===== src/rtl/num_to_char.sv =====
// Binary-to-decimal ASCII converter: double-dabble one bit per clock, then one
// digit per clock MSD first with leading zeros skipped. Optional CR/LF: NUM2CHAR_CRLF_EN.
module num_to_char #(
   parameter int WIDTH = 32,
   parameter int NDIG  = 10
) (
   input  logic             CLK,
   input  logic             RST,
   input  logic             start_update,
   input  logic [WIDTH-1:0] error_rate,
   output logic [7:0]       char,
   output logic             valid_o
);

   localparam int CW = $clog2(WIDTH + 1);
   localparam int IW = (NDIG > 1) ? $clog2(NDIG) : 1;

   typedef enum logic [1:0] {IDLE, SHIFT, EMIT, TERM} state_e;

   state_e              state_q, state_d;
   logic                start_q, start_d;
   logic [4*NDIG-1:0]   bcd_q, bcd_d;
   logic [WIDTH-1:0]    shift_q, shift_d;
   logic [CW-1:0]       cnt_q, cnt_d;
   logic [IW-1:0]       idx_q, idx_d;
   logic                seen_q, seen_d;
   logic [7:0]          char_q, char_d;
   logic                valid_q, valid_d;
`ifdef NUM2CHAR_CRLF_EN
   logic                term_q, term_d;
`endif

   logic [4*NDIG-1:0]   adj;
   logic [3:0]          digit;

   // Add-3 correction applied to every nibble before each shift.
   always_comb begin
      adj = '0;
      for (int i = 0; i < NDIG; i++) begin
         if (bcd_q[4*i +: 4] >= 4'd5)
            adj[4*i +: 4] = bcd_q[4*i +: 4] + 4'd3;
         else
            adj[4*i +: 4] = bcd_q[4*i +: 4];
      end
   end

   assign digit = bcd_q[int'(idx_q)*4 +: 4];

   always_comb begin
      state_d = state_q;
      start_d = start_update;
      bcd_d   = bcd_q;
      shift_d = shift_q;
      cnt_d   = cnt_q;
      idx_d   = idx_q;
      seen_d  = seen_q;
      char_d  = 8'h00;
      valid_d = 1'b0;
`ifdef NUM2CHAR_CRLF_EN
      term_d  = term_q;
`endif
      case (state_q)
         IDLE: begin
            if (start_update && !start_q) begin
               shift_d = error_rate;
               bcd_d   = '0;
               cnt_d   = '0;
               state_d = SHIFT;
            end
         end
         SHIFT: begin
            {bcd_d, shift_d} = {adj, shift_q} << 1;
            cnt_d = cnt_q + 1'b1;
            if (cnt_q == CW'(WIDTH - 1)) begin
               idx_d   = IW'(NDIG - 1);
               seen_d  = 1'b0;
               state_d = EMIT;
            end
         end
         EMIT: begin
            if (digit != 4'd0 || seen_q || idx_q == '0) begin
               char_d  = 8'h30 + {4'h0, digit};
               valid_d = 1'b1;
               seen_d  = 1'b1;
            end
            if (idx_q == '0) begin
`ifdef NUM2CHAR_CRLF_EN
               term_d  = 1'b0;
               state_d = TERM;
`else
               state_d = IDLE;
`endif
            end else begin
               idx_d = idx_q - 1'b1;
            end
         end
`ifdef NUM2CHAR_CRLF_EN
         TERM: begin
            valid_d = 1'b1;
            if (!term_q) begin
               char_d = 8'h0D;
               term_d = 1'b1;
            end else begin
               char_d  = 8'h0A;
               term_d  = 1'b0;
               state_d = IDLE;
            end
         end
`endif
         default: state_d = IDLE;
      endcase
   end

   always_ff @(posedge CLK) begin
      if (!RST) begin
         state_q <= IDLE;
         start_q <= 1'b0;
         bcd_q   <= '0;
         shift_q <= '0;
         cnt_q   <= '0;
         idx_q   <= '0;
         seen_q  <= 1'b0;
         char_q  <= 8'h00;
         valid_q <= 1'b0;
`ifdef NUM2CHAR_CRLF_EN
         term_q  <= 1'b0;
`endif
      end else begin
         state_q <= state_d;
         start_q <= start_d;
         bcd_q   <= bcd_d;
         shift_q <= shift_d;
         cnt_q   <= cnt_d;
         idx_q   <= idx_d;
         seen_q  <= seen_d;
         char_q  <= char_d;
         valid_q <= valid_d;
`ifdef NUM2CHAR_CRLF_EN
         term_q  <= term_d;
`endif
      end
   end

   assign char    = char_q;
   assign valid_o = valid_q;

endmodule


===== config.mk =====
export PLATFORM = sky130hd
export DESIGN_NAME = num_to_char
export DESIGN_NICKNAME = d
export VERILOG_FILES = /design/src/rtl/num_to_char.sv
export SDC_FILE = /design/constraint.sdc
export NUM_CORES = 1
export LEC_CHECK = 0
export CORE_ASPECT_RATIO = 0.9
export CORE_MARGIN = 4
export CORE_UTILIZATION = 55
export DETAILED_ROUTE_END_ITERATION = 16
export PLACE_DENSITY = 0.77
export REMOVE_ABC_BUFFERS = 1
export SLEW_MARGIN = 15
export SYNTH_ARGS = -nofsm -noshare
export SYNTH_HDL_FRONTEND = slang
export SYNTH_SLANG_ARGS = --single-unit

===== constraint.sdc =====
create_clock -name CLK -period 4.3 [get_ports CLK]
set_input_delay 0.645 -clock CLK [delete_from_list [all_inputs] [get_ports CLK]]
set_output_delay 0.645 -clock CLK [all_outputs]
set_load 0.1 [all_outputs]

==> metrics.cfg, run 1 <==
[yosys]
ys_seq_area_share_pct = 39.89
syn_area_um2 = 4617
yosys.cell_types.count = 49
yosys_warnings = 0
syn_avg_cell_area_um2 = 8.550
synth_seq_cells = 92
syn_inst = 540

[finish]
final_core_utilization_pct = 64.95
area_growth_pct = 14.04
layoutNonFillerInstCount = 667
layout-drive-gt1-share_pct = 7.746
fin_nets = 620
n_antenna_cell = 0
fillers = 653

[critical_path]
cp.required_ns = 3.65
max_stage_delay_ns = 1.13
crit_type = reg -> out
cp_max_fo = 2
cp.arrival_ns = 1.82
crit_chain = clkdlybuf4s50_1
cp_top_family = buffers and inverters
path_buf_inv = 1
cp-start-kind = register
slowest_stage = clkdlybuf4s50_1
cp-end-kind = output port

[placed_design]
placedCellCount = 650
dp_hpwl_um = 6815
place.gp.congestion = 0.8679
port_buffers = 41
detailedPlace.worstSlack_ns = 1.670

[routing]
route.met2.wl_um = 4985
wl_per_cell_um = 15.49
vias = 3949
route.met3.wl_um = 553
wl_met1_um = 4661
firstDrtPassIters = 5
drc = 0
top_layer = met4
vias_per_cell = 5.921
drt_iter0_markers = 219
wirelength_um = 10330
ant_nets = 0

[global_routing]
grt_pass1_wl_um = 17740
grt_max_degree = 52
grt_overflow_total = 0
grt_antenna_before_repair = 0
grt_pass1_vias = 3846
grt.total_usage_pct = 21.49

[floorplanning]
core_region_area_um2 = 8107
die_area_um2 = 9926
start_util_pct = 56.95
io_pins = 44
die-width_um = 104.6
num_rows = 31
dieHeight_um = 94.92

[sta]
finalCritPeriodShare_pct = 57.40
slew_headroom_pct = 35.57
rsz0062_at_grt = no
setup_ws_ns = 1.832
setup_viol = 0
clock_skew_ns = 0.008140
setup_tns_ns = 0
fmax_mhz = 405.1
hold_viol = 0
worstMarginPinSlew_ns = 0.9634
drv_slew = 0
finalCriticalPeriod_ns = 2.468

[power]
p_leak_nw = 1.832
finalPower_w = 0.001687
ir_drop_v = 0.0001752
p_per_area_nw_per_um2 = 320.5

[clock_network]
clockBufferDepth = 2
cts.sinks = 92
h-tree-depth = 3
cts_hold_buf = 0
worstSkewPairLatency_ns = 0.36
cts_tree = built
cts_buffers = 9
cts_root_buf = clkbuf_8
ctsResizeCount = 0
cts.clk_slew.worst_paths_ns = 0.09
cts_setup_buffers = 0

[run]
cap_violations = 0

[status]
status = finished, final reports clean

[hold_path]
hold_path_class = reg -> reg

[through the flow]
stage,hold WS (ns),area [um^2]
after floorplan,0.4407,4449
after global placement,0.4488,5035
after detailed placement,0.4612,5035
after CTS,0.4845,5238
after global routing,0.4982,5265
final,0.4830,5265
[layer usage]
metal	track usage, %	vias up
met5	0	-
met4	6.230	0
met3	5.263	14
met2	36.94	105
met1	27.06	1884
li1	-	1946
[flip-flops by register name, summed over array words and instances, names as in the netlist, 2 cells and up]
name and count:
bcd_q 40, char 5, shift_q 32, state_q 2
idx_q 4, cnt_q 6
[cell usage in the layout, fill, tap and decap left out, types with 8 or more instances in the layout]
cell | Yosys | routed
inv_1 | 24 | 24
mux2_2 | 12 | 12
xnor2_1 | 10 | 10
a22oi_1 | 15 | 15
ha_1 | 22 | 22
o221ai_1 | 31 | 31
dfxtp_1 | 92 | 92
a2bb2oi_1 | 9 | 9
nand2b_1 | 15 | 14
clkbuf_8 | 0 | 10
o21ai_0 | 25 | 25
nor3_1 | 24 | 24
nand3_1 | 12 | 12
clkdlybuf4s50_1 | 0 | 41
xor2_1 | 11 | 11
nand2_1 | 8 | 8
nor2_1 | 107 | 107
a21oi_1 | 37 | 36
mux2i_1 | 11 | 11
[path summary, 6_finish.rpt]
check | cells past startpoint | slack [ns] | endpoint | startpoint
worst max-delay path | 1 | 1.83 | char[5] | char[4]
worst min-delay path | 2 | 0.48 | shift_q[21] | shift_q[21]
worst max register to register | 5 | 2.00 | seen_q | idx_q[0]
worst min register to register | 2 | 0.48 | shift_q[21] | shift_q[21]
[cells in the mapped netlist, drive strengths merged]
cell type  instances  share of area, %
nand2b            15               2.0
buf                8               1.3
nor2b              2              0.27
a22oi             15               2.4
mux4               3               1.6
nor2             108               8.8
a21bo              1              0.22
dfxtp             92                40
or3                3              0.41
conb               1             0.081
and3               1              0.14
and4b              1              0.30
o211ai             1              0.16
or3b               2              0.38
a31oi              2              0.27
nand2              8              0.65
o21ai             25               2.7
and2               3              0.41
a21oi             37               4.0
mux2              12               2.9
o221ai            31               5.9
a21boi             1              0.16
o22ai              2              0.27
o22a               1              0.19
nand4              2              0.27
a211oi             4              0.87
inv               25               2.0
or2                1              0.14
a21o               1              0.16
ha                22               6.0
nand3             12               1.3
o2bb2ai            1              0.19
mux2i             11               2.4
clkinv             1             0.081
a2bb2oi            9               1.7
xor2              11               2.1
nand3b             1              0.16
xnor2             10               1.9
nor3              24               2.6
clkbuf            29               2.4
o32ai              1              0.19
[cells by family (layout without fill, tap and decap cells)]
logic type | after synthesis | after routing | share of synthesized area (%)
compound gates | 132 | 132 | 19.43
simple gates | 183 | 183 | 17.89
other cells | 1 | 2 | 0.08122
fa+ha+maj | 22 | 22 | 5.962
mux | 26 | 26 | 6.938
flops | 92 | 92 | 39.89
xor+xnor | 21 | 21 | 3.984
buf+inv | 63 | 90 | 5.826
[report_power, final]
part	leakage [nW]	internal (W)	switching (W)	total (W)
logic	0.979	0.0000761	0.000110	0.000186
clock network	0.103	0.000287	0.000306	0.000593
registers	0.750	0.000887	0.0000211	0.000908
[area by class of cell]
type | count | area (um^2) | share of cell area (%)
Multi-Input combinational cell | 386 | 2516 | 47.79
Inverter | 26 | 97.59 | 1.854
Clock inverter | 5 | 61.31 | 1.164
Timing Repair Buffer | 48 | 483.0 | 9.173
Clock buffer | 11 | 141.4 | 2.685
Sequential cell | 92 | 1842 | 34.98
Tap cell | 99 | 123.9 | 2.353
(Power assumes the default switching activity.)
==> run 2: changes to the inputs <==
--- a/config.mk
+++ b/config.mk
@@ -7,9 +7,9 @@
 export LEC_CHECK = 0
 export CORE_ASPECT_RATIO = 0.9
 export CORE_MARGIN = 4
-export CORE_UTILIZATION = 55
+export CORE_UTILIZATION = 52
 export DETAILED_ROUTE_END_ITERATION = 16
-export PLACE_DENSITY = 0.77
+export PLACE_DENSITY = 0.76
 export REMOVE_ABC_BUFFERS = 1
 export SLEW_MARGIN = 15
 export SYNTH_ARGS = -nofsm -noshare
==> constraint.sdc (replaced) <==
create_clock -name CLK -period 2.11 [get_ports CLK]
set_input_delay 0.3165 -clock CLK [delete_from_list [all_inputs] [get_ports CLK]]
set_output_delay 0.3165 -clock CLK [all_outputs]
set_load 0.1 [all_outputs]
==> run 2 against run 1 <==
Effect of this change: global-route usage shrank 1.3 points; hold slack lost 0.0078 ns; critical path depth grew 5; critical path type is now reg -> reg; largest cell class unchanged.
==> metrics.cfg, run 2 (synthesis gave the netlist of run 1 again) <==
[placed_design]
detailedPlace.worstSlack_ns = 0.2017  ; was 1.670 ns
placed_cell_area_um2 = 5135  ; was 5035 um^2
dp_hpwl_um = 6874  ; was 6815 um
placedCellCount = 679  ; was 650
place.gp.congestion = 0.7834  ; was 0.8679
port_buffers = 41  ; unchanged

[floorplanning]
die-width_um = 107.3  ; was 104.6 um
num_rows = 32  ; was 31
start_util_pct = 53.63  ; was 56.95%
die_area_um2 = 10450  ; was 9926 um^2
core_region_area_um2 = 8608  ; was 8107 um^2
io_pins = 44  ; unchanged
dieHeight_um = 97.39  ; was 94.92 um

[clock_network]
cts.clk_slew.worst_paths_ns = 0.09  ; about the same
cts_setup_buffers = 0  ; unchanged
h-tree-depth = 3  ; unchanged
cts_hold_buf = 0  ; unchanged
clockBufferDepth = 2  ; unchanged
cts.sinks = 92  ; unchanged
cts_tree = built  ; unchanged
cts_root_buf = clkbuf_8  ; unchanged
ctsResizeCount = 0  ; unchanged
cts_buffers = 9  ; unchanged
worstSkewPairLatency_ns = 0.37  ; was 0.36 ns

[critical_path]
rr_endpoint = seen_q  ; unchanged
crit_end = seen_q  ; was char[5]
cp_max_fo = 11  ; was 2
cp.required_ns = 2.40  ; was 3.65 ns
cp-start-kind = register  ; unchanged
cp.arrival_ns = 2.14  ; was 1.82 ns
crit_type = reg -> reg  ; was reg -> out
reg2reg_from = idx_q[0]  ; unchanged
r2r_setup_slack_ns = 0.26  ; was 2.00 ns
r2r_cells = 6  ; was 5
cp-end-kind = register  ; was output port
startpoint = idx_q[0]  ; was char[4]

[routing]
drt_iter0_markers = 288  ; was 219
vias_per_cell = 5.641  ; was 5.921
wirelength_um = 10110  ; was 10330 um
wl_per_cell_um = 14.57  ; was 15.49 um
firstDrtPassIters = 4  ; was 5
vias = 3915  ; was 3949
ant_nets = 0  ; unchanged
drc = 0  ; unchanged

[finish]
final_common_cell = nor2_1  ; unchanged
top_regs = bcd_q: 40 flops, shift_q: 32 flops, cnt_q: 6 flops  ; unchanged
area_growth_pct = 16.31  ; was 14.04%
regMostFlops = bcd_q  ; unchanged
layoutNonFillerInstCount = 694  ; was 667
largest_reg_flops = 40  ; unchanged
fin_nets = 628  ; was 620
layout-drive-gt1-share_pct = 10.26  ; was 7.746%
n_antenna_cell = 0  ; unchanged
final_core_utilization_pct = 62.38  ; was 64.95%
final_cell_mix = 107 x nor2_1, 92 x dfxtp_1, 36 x a21oi_1  ; was 107 x nor2_1, 92 x dfxtp_1, 41 x clkdlybuf4s50_1
design_area_um2 = 5370  ; was 5265 um^2

[run]
cap_violations = 0  ; unchanged

[global_routing]
gr-usage-met1_pct = 26.52  ; was 27.06%
grt_pass1_wl_um = 17370  ; was 17740 um
top_usage_layer = met2  ; unchanged
grt_pass1_vias = 3784  ; was 3846
grt_antenna_before_repair = 0  ; unchanged
grt_max_degree = 52  ; unchanged
grt.total_usage_pct = 20.16  ; was 21.49%
grt.met3_usage_pct = 4.651  ; was 5.263%
use_met2_pct = 32.95  ; was 36.94%
grt_overflow_total = 0  ; unchanged

[sta]
drv_slew = 0  ; unchanged
setup_viol = 0  ; unchanged
slew_headroom_pct = 62.51  ; was 35.57%
fmax_mhz = 541.1
finalCritPeriodShare_pct = 87.59
hold_viol = 0  ; unchanged
setup_ws_ns = 0.2619  ; was 1.832 ns
worstMarginPinSlew_ns = 0.5624  ; was 0.9634 ns
rsz0062_at_grt = no  ; unchanged
finalCriticalPeriod_ns = 1.848
clock_skew_ns = 0.01235  ; was 0.008140 ns

[power]
combinationalPowerShare_pct = 10.7  ; was 11.0%
ir_drop_v = 0.0004583  ; was 0.0001752 V
intPower_w = 0.002754  ; was 0.001250 W
p_clk_share_pct = 38.6  ; was 35.1%
power_frac_seq_pct = 50.7  ; was 53.8%
finalPower_w = 0.003647  ; was 0.001687 W
p_switching_w = 0.0008928  ; was 0.0004369 W
p_leak_nw = 1.901  ; was 1.832 nW
p_per_area_nw_per_um2 = 679.1  ; was 320.5 nW/um^2
switching_share_pct = 24.48  ; was 25.89%

[hold_path]
hold_path_class = reg -> reg  ; unchanged

[status]
status = finished, final reports clean  ; unchanged

## run 2: final cells by class
type | instances | area, um^2
fillers | 718 | 3238
multi-input cells | 386 | 2516
flip-flops and latches | 92 | 1842
repair buffers | 56 | 530.5
well taps | 119 | 148.9
clock buffers | 9 | 123.9
clock inverters | 6 | 111.4
inverters | 26 | 97.59
## run 2: stage by stage
stage	TNS [ns]	hold WS (ns)
after floorplan	-0.6129	0.4382
after global placement	0	0.4500
final	0	0.4751
after detailed placement	0	0.4588
after global routing	0	0.4990
after CTS	0	0.4782
## run 2: routing by layer
layer,up-vias,share of wire (%)
li1,1970,-
met1,1869,47
met2,65,48
met3,11,3.5
met4,0,1.1
met5,-,0
## run 2: worst max-delay path, cell delays in order, from the launching register on
cell and delay [ns]:
dfxtp_1 0.43, buf_4 0.24, or3b_1 0.41, o22a_1 0.26
nand4_1 0.09, and4b_4 0.22, a211oi_2 0.13
## run 2: worst min-delay path by stage
stage / startpoint / endpoint / slack (ns) / depth (start not counted)
after floorplan: RST / cnt_q[2] / 0.44 / 1
after global placement: shift_q[10] / shift_q[10] / 0.45 / 2
after detailed placement: shift_q[9] / shift_q[9] / 0.46 / 2
after CTS: shift_q[19] / shift_q[19] / 0.48 / 2
after global routing: shift_q[19] / shift_q[19] / 0.50 / 2
final: shift_q[19] / shift_q[19] / 0.48 / 2
## run 2: power groups by stage
| stage | Sequential [W] | Combinational (W) | Clock, W |
|---|---|---|---|
| floorplan | 0.00188 | 0.000220 | 0 |
| global placement | 0.00189 | 0.000379 | 0 |
| detailed placement | 0.00189 | 0.000389 | 0 |
| CTS | 0.00185 | 0.000391 | 0.00143 |
| global route | 0.00186 | 0.000431 | 0.00152 |
| finish | 0.00185 | 0.000389 | 0.00141 |
==> run 3: changes to the inputs <==
--- a/config.mk
+++ b/config.mk
@@ -9,7 +9,8 @@
 export CORE_MARGIN = 4
 export CORE_UTILIZATION = 52
 export DETAILED_ROUTE_END_ITERATION = 16
-export PLACE_DENSITY = 0.76
+export HOLD_SLACK_MARGIN = 0.03
+export PLACE_DENSITY_LB_ADDON = 0.05
 export REMOVE_ABC_BUFFERS = 1
 export SLEW_MARGIN = 15
 export SYNTH_ARGS = -nofsm -noshare
==> run 3 against run 2 <==
Effect of this change: wire length up 0.50%; clock power up 3%; non-clock buffer count up 3; largest cell class unchanged.
==> metrics.cfg, run 3 (synthesis gave the netlist of run 1 again) <==
[clock_network]
h-tree-depth = 3  ; unchanged
cts_root_buf = clkbuf_8  ; unchanged
cts_hold_buf = 0  ; unchanged
worstSkewPairLatency_ns = 0.36  ; was 0.37 ns
cts_tree = built  ; unchanged
cts_setup_buffers = 0  ; unchanged
clockBufferDepth = 2  ; unchanged
cts_buffers = 9  ; unchanged
ctsResizeCount = 0  ; unchanged
cts.clk_slew.worst_paths_ns = 0.09  ; about the same
cts.sinks = 92  ; unchanged

[finish]
final_common_cell = nor2_1  ; unchanged
layout-drive-gt1-share_pct = 10.88  ; was 10.26%
fin_nets = 631  ; was 628
n_antenna_cell = 0  ; unchanged
final_cell_mix = 107 x nor2_1, 92 x dfxtp_1, 36 x a21oi_1  ; unchanged
top_regs = bcd_q: 40 flops, shift_q: 32 flops, cnt_q: 6 flops  ; unchanged
largest_reg_flops = 40  ; unchanged
area_growth_pct = 16.75  ; was 16.31%
regMostFlops = bcd_q  ; unchanged

[routing]
vias = 3875  ; was 3915
ant_nets = 0  ; unchanged
wl_per_cell_um = 14.56  ; was 14.57 um
drt_iter0_markers = 162  ; was 288
drc = 0  ; unchanged
firstDrtPassIters = 4  ; unchanged
wirelength_um = 10160  ; was 10110 um
vias_per_cell = 5.552  ; was 5.641

[floorplanning]
core_region_area_um2 = 8608  ; unchanged
dieHeight_um = 97.39  ; unchanged
die-width_um = 107.3  ; unchanged
num_rows = 32  ; unchanged
io_pins = 44  ; unchanged
start_util_pct = 53.63  ; unchanged
die_area_um2 = 10450  ; unchanged

[sta]
setup_tns_ns = 0  ; unchanged
fmax_mhz = 531.5  ; was 541.1 MHz
finalCriticalPeriod_ns = 1.881  ; was 1.848 ns
finalCritPeriodShare_pct = 89.17  ; was 87.59%
setup_viol = 0  ; unchanged
clock_skew_ns = 0.01029  ; was 0.01235 ns
hold_viol = 0  ; unchanged
slew_headroom_pct = 62.39  ; was 62.51%
rsz0062_at_grt = no  ; unchanged
worstMarginPinSlew_ns = 0.5641  ; was 0.5624 ns
drv_slew = 0  ; unchanged

[critical_path]
reg2reg_from = idx_q[0]  ; unchanged
cp.required_ns = 2.40  ; about the same
cp-end-kind = register  ; unchanged
startpoint = idx_q[0]  ; unchanged
crit_type = reg -> reg  ; unchanged
cp-start-kind = register  ; unchanged
cp_max_fo = 11  ; unchanged
cp.arrival_ns = 2.17  ; was 2.14 ns

[power]
p_per_area_nw_per_um2 = 685.1  ; was 679.1 nW/um^2
ir_drop_v = 0.0004250  ; was 0.0004583 V
finalPower_w = 0.003693  ; was 0.003647 W
p_leak_nw = 1.917  ; was 1.901 nW

[global_routing]
grt_pass1_vias = 3726  ; was 3784
grt_pass1_wl_um = 17270  ; was 17370 um
grt_antenna_before_repair = 0  ; unchanged
grt.total_usage_pct = 19.84  ; was 20.16%
grt_overflow_total = 0  ; unchanged
grt_max_degree = 52  ; unchanged

[hold_path]
holdCritStartpoint = shift_q[10]  ; was shift_q[19]
hold_path_class = reg -> reg  ; unchanged

[status]
status = finished, final reports clean  ; unchanged

[run]
cap_violations = 0  ; unchanged

[placed_design]
dp_hpwl_um = 7005  ; was 6874 um
port_buffers = 41  ; unchanged
place.gp.congestion = 0.8267  ; was 0.7834

-- run 3: changes by cell type in the layout (fill, tap and decap cells not counted) --
cell / before / now
clkinvlp_4: 1 / 0
a21boi_0: 0 / 1
buf_12: 2 / 1
inv_6: 1 / 3
buf_4: 20 / 24
a21boi_1: 1 / 0
-- run 3: layout make-up --
class                      count  area (um^2)
tap                          119        148.9
clock buffer                   9        123.9
inverter                      26        97.59
clock inverter                 7        121.4
sequential                    92         1842
multi-input combinational    386         2516
fill                         789         3218
timing repair buffer          59        540.5
-- run 3: path summary, 6_finish.rpt --
| kind | cells after the start | to | slack [ns] |
|---|---|---|---|
| max | 7 | idx_q[3] | 0.23 |
| min | 2 | shift_q[10] | 0.48 |
| max reg2reg | 7 | idx_q[3] | 0.23 |
| min reg2reg | 2 | shift_q[10] | 0.48 |
-- run 3: metrics by stage --
stage | instances | cell area [um^2] | hold slack, ns | utilization, % | setup WS, ns
finish | 698 | 5390 | 0.4796 | 62.62 | 0.2286
global route | 698 | 5390 | 0.5032 | 62.62 | 0.008339
CTS | 698 | 5390 | 0.4828 | 62.62 | 0.2416
detailed placement | 682 | 5145 | 0.4586 | 59.77 | 0.2389
global placement | 682 | 5145 | 0.4510 | 59.77 | 0.2850
floorplan | 504 | 4449 | 0.4382 | - | -0.2173
-- run 3: worst max-delay path: stages (launching register included) --
cell      delay, ns
dfxtp_1        0.47
buf_4          0.24
inv_2          0.06
ha_1           0.23
a21boi_0       0.37
nand3_1        0.15
xor2_1         0.16
a21oi_1        0.14
-- run 3: layer usage --
layer / vias to the layer above / wire length [um] / part of all wire [%] / global-route usage (%)
li1: 1971 / - / - / -
met1: 1834 / 4890 / 48 / 27.39
met2: 66 / 4783 / 47 / 32.08
met3: 4 / 428 / 4.2 / 3.256
met4: 0 / 58 / 0.57 / 5.310
met5: - / 0 / 0 / 0
-- run 3: where the power goes --
part | switching (W) | leakage [nW] | internal (W)
registers | 0.0000397 | 0.750 | 0.00181
logic | 0.000225 | 1.04 | 0.000166
clock network | 0.000655 | 0.125 | 0.000798
==> patch 1: new RTL, settings of run 3 <==
Add a define of `NUM2CHAR_CRLF_EN`.
--- a/src/rtl/num_to_char.sv
+++ b/src/rtl/num_to_char.sv
@@ -1,4 +1,6 @@
 // Binary-to-decimal ASCII converter: double-dabble one bit per clock, then one
 // digit per clock MSD first with leading zeros skipped. Optional CR/LF: NUM2CHAR_CRLF_EN.
+`define NUM2CHAR_CRLF_EN
+
 module num_to_char #(
    parameter int WIDTH = 32,
Check against the original RTL: no difference found for any inputs over 10 cycles, from zero or initial values and one cycle with RST low; that may be too few to reach the edited logic, so the function may still have changed.
==> patch 1 against run 3 <==
  * Non-clock buffer count fell by 1
  * Core utilization fell by 0.71 points
  * Sequential cell count grew 1
  * Area after synthesis is 14% higher
  * Cell count rose by 8.2%
  * Routed wire length up 8.1%
  * Setup slack improved by 0.027 ns
  * Global-route usage is 0.11 points lower
  * Critical path depth is 1 higher
  * Design area up 12%
  * Via count up 8.5%
  * Critical path type unchanged
  * Critical endpoint is now bcd_q[0]
Power is not compared: it rests on default switching activity, and its combinational part moved more than twofold at a synthesized area within 25%.
==> patch 1: results (changes against run 3) <==
stage;metric;value;unit;change
routing;via_per_inst;5.57;;+0.30%
place;detailed_place_hpwl;7690;um;+9.7%
routing;wl_per_cell;14.5;um;about the same
global_route;grt_max_degree;49;;-5.8%
routing;num_vias;4204;;+8.5%
layout;nets;685;;+8.6%
sta;post-route-period-util;87.9;%;-1.3 points
global_route;grt_pass1_vias;4098;;+10%
synth;yosys-top-cells-area;dfxtp_1, mux2i_1, ha_1;;
layout;n_fill_cell;826;;+4.7%
pwr;p_sw_share;37.3;%;
synth;ys_seq_area_share;35.5;%;-4.4 points
outcome;status;complete, no violations;;
global_route;use_met3;4.54;%;+1.3 points
hold_path;hold_path_class;primary input to flop;;
worst_setup_path;cp-end-kind;flop;;
cts;cts_max_level;3;;unchanged
routing;wl_met2;5170;um;+8.0%
synth;netlist-cell-type-count;48;;-2.0%
cts;post_cts_buffers;0;;unchanged
global_route;grt_pass1_wl;18900;um;+9.6%
sta;worst_clock_skew;0.00573;ns;-0.00457 ns
place;post-place-ws;0.0871;ns;-0.152 ns
place;placed_area;0.00578;sq mm;+12%
worst_setup_path;rr_worst_depth;8;;+1
hold_path;hold_depth;3;;+1
routing;wl_met1;5250;um;+7.3%
pwr;leakagePower;2.49;nW;
worst_setup_path;rr_endpoint;bcd_q[0];;
global_route;use_met2;33.3;%;+1.2 points
routing;met3RoutedLength;445;um;+4.0%
worst_setup_path;crit_start;state_q[0];;
synth;syn_area_per_cell;8.80;sq um;+2.9%
synth;synth_common_cells;dfxtp_1, nand2_1, mux2i_1, o21ai_0, o211a_1;;
global_route;use_met1;25.4;%;-2.0 points
global_route;grtUsageTotal;19.7;%;-0.11 points
worst_setup_path;r2r_setup_slack;0.26;ns;+0.03 ns
worst_setup_path;crit_path_max_fanout;12;;+1
sta;whs;0.330;ns;-0.150 ns
worst_setup_path;cp.arrival;2.11;ns;-0.06 ns
layout;drive_above_1_share;8.43;%;-2.5 points
place;finalWeightedCongestion;0.802;;-3.0%
routing;drtIter0Drc;245;;+51%
hold_path;hold_end;cnt_q[5];;
place;dpl.cell_count;739;;+8.4%
hold_path;min_from;RST;;
==> patch 1: critical path, stage by stage (launching register included) <==
cell	delay, ns
dfxtp_1	0.34
inv_1	0.10
ha_1	0.36
o21ai_2	0.17
buf_12	0.19
and2_1	0.19
buf_12	0.16
a22oi_1	0.16
nor2b_1	0.07
==> patch 1: final cells by class <==
class | instances | area [sq um] | area share (%)
Inverter | 25 | 93.8 | 1.56
Clock buffer | 10 | 138 | 2.28
Multi-Input combinational cell | 437 | 3080 | 51.1
Timing Repair Buffer | 58 | 591 | 9.79
Clock inverter | 6 | 110 | 1.83
Sequential cell | 93 | 1860 | 30.9
Tap cell | 126 | 158 | 2.61
==> patch 1: cells by family after synthesis <==
family	after synthesis	share of synthesized area [%]
other	1	0.0715
AO/OA/AOI/OAI	150	20.6
multiplexers	49	9.86
AND/OR/NAND/NOR	188	18.2
adder cells (fa/ha/maj)	26	6.21
buffers and inverters	67	5.89
XOR/XNOR	22	3.68
flip-flops	93	35.5
==> patch 2: new RTL, flow settings as in run 3 <==
Without the edit above. Put one more register stage on the output `valid_o`, with the module's reset. The value now appears one clock later. The other outputs are not delayed to match.
--- a/src/rtl/num_to_char.sv
+++ b/src/rtl/num_to_char.sv
@@ -143,5 +143,11 @@
 
    assign char    = char_q;
-   assign valid_o = valid_q;
+   always_ff @(posedge CLK) begin
+      if (!RST) begin
+         valid_o <= '0;
+      end else begin
+         valid_o <= valid_q;
+      end
+   end
 
 endmodule
Function: same outputs for any inputs over 10 cycles, from zero or initial values and one cycle with RST low; that may be too few to reach the edited logic, so the function may still have changed.
==> patch 2 against run 3 <==
  * Clock power shrank 16%
  * Die area grew 3.3%
  * Sequential cell count grew 1
  * Synthesized cell count grew 0.37%
  * Setup slack lost 0.055 ns
  * Hold slack lost 0.11 ns
  * Clock skew shrank 0.0019 ns
  * Total power shrank 5.4%
  * Global-route usage grew 0.64 points
  * Design area grew 2.4%
  * Routed wire length grew 2.4%
  * Area after synthesis grew 3.6%
  * Critical endpoint is now seen_q
  * Largest power group unchanged
==> patch 2: results (changes against run 3) <==
stage;metric;value;unit;change
synth;ys_seq_area_share;38.9;%;-0.95 points
synth;synth_common_cells;dfxtp_1, nor2_1, o21ai_0, o221ai_1, clkbuf_1;;
synth;synth_xor_area_share;3.85;%;-0.14 points
layout;nets;628;;-0.48%
worst_setup_path;slowest_stage;mux4_1;;
place;finalWeightedCongestion;0.885;;+7.0%
worst_setup_path;crit_path_max_fanout;6;;-5
synth;synth_mux_area_share;7.41;%;+0.47 points
layout;drive_above_1_share;11.3;%;+0.40 points
worst_setup_path;cp_slowest_stage_delay;0.59;ns;+0.12 ns
synth;netlist-cell-type-count;47;;-4.1%
worst_setup_path;path_delay_family;multiplexers;;
place;detailed_place_hpwl;7300;um;+4.3%
outcome;status;complete, no violations;;
synth;synthAdderAreaFrac;5.76;%;-0.20 points
pwr;internal-power;2.59;mW;-6.4%
pwr;leakagePower;2.07;nW;+8.2%
routing;drtIter0Drc;248;;+53%
worst_setup_path;cp.arrival;2.19;ns;+0.02 ns
synth;synth-compound-area-share;18.8;%;-0.61 points
routing;wl_per_cell;15.0;um;+2.8%
pwr;ir_worst_vdd;0.325;mV;-24%
hold_path;hold_path_class;primary input to flop;;
global_route;grt_pass1_wl;17900;um;+3.5%
sta;worst_clock_skew;0.00844;ns;-0.00186 ns
floorplan;die_w;109;um;+1.6%
global_route;grt_pass1_vias;3775;;+1.3%
place;placed_area;0.00532;sq mm;+3.4%
[patch 2: cell types whose count changed after synthesis, moves of 13 or more]
cell             run 3  this run
a21oi_1             37        13
nor2_1             107        73
and2_1               3        22
a21boi_0             1        14
nor2b_1              2        19
nor3_1              24        11
[patch 2: per-stage QoR]
stage	cells	utilization, %	TNS [ns]	setup WS [ns]
2_1_floorplan	504	-	-8.01	-0.531
3_3_place_gp	679	60.7	0	0.164
3_5_place_dp	679	60.7	0	0.143
4_1_cts	695	63.0	0	0.166
5_1_grt	695	63.0	0	0.0270
6_report	695	63.0	0	0.173
[patch 2: final timing paths]
path	cells past startpoint	to	from	slack, ns
hold reg to reg	1	valid_o	valid_q	0.45
setup reg to reg	5	seen_q	idx_q[0]	0.17
hold / removal	2	bcd_q[6]	RST	0.37
setup / recovery	5	seen_q	idx_q[0]	0.17
[patch 2: metal layers]
metal	track usage (%)	vias up	share of wire (%)
met3	4.65	7	3.7
met4	4.56	0	0.84
li1	-	1960	-
met2	33.4	52	47
met1	27.6	1850	49
met5	0	-	0
[patch 2: final cells by class]
type | instances | area share [%]
inverter | 25 | 1.70
clock buffer | 11 | 2.56
multi-input combinational | 386 | 48.1
tap | 119 | 2.70
clock inverter | 5 | 1.07
timing repair buffer | 56 | 10.2
sequential | 93 | 33.7
[patch 2: logic make-up after synthesis]
logic type                 count (synthesis)
other                                      1
buffers and inverters                     64
and+or+nand+nor                          186
xor gates and xnor gates                  21
DFF                                       93
AOI/OAI and AO/OA                        128
muxes                                     27
adders and majority gates                 22
[patch 2: power by group through the flow]
| stage | clock network, mW | registers (mW) | logic, mW |
|---|---|---|---|
| 3_5_place_dp | 0 | 1.91 | 0.409 |
| 2_1_floorplan | 0 | 1.90 | 0.211 |
| 3_3_place_gp | 0 | 1.90 | 0.403 |
| 5_1_grt | 1.34 | 1.88 | 0.453 |
| 6_report | 1.22 | 1.87 | 0.407 |
| 4_1_cts | 1.25 | 1.87 | 0.410 |
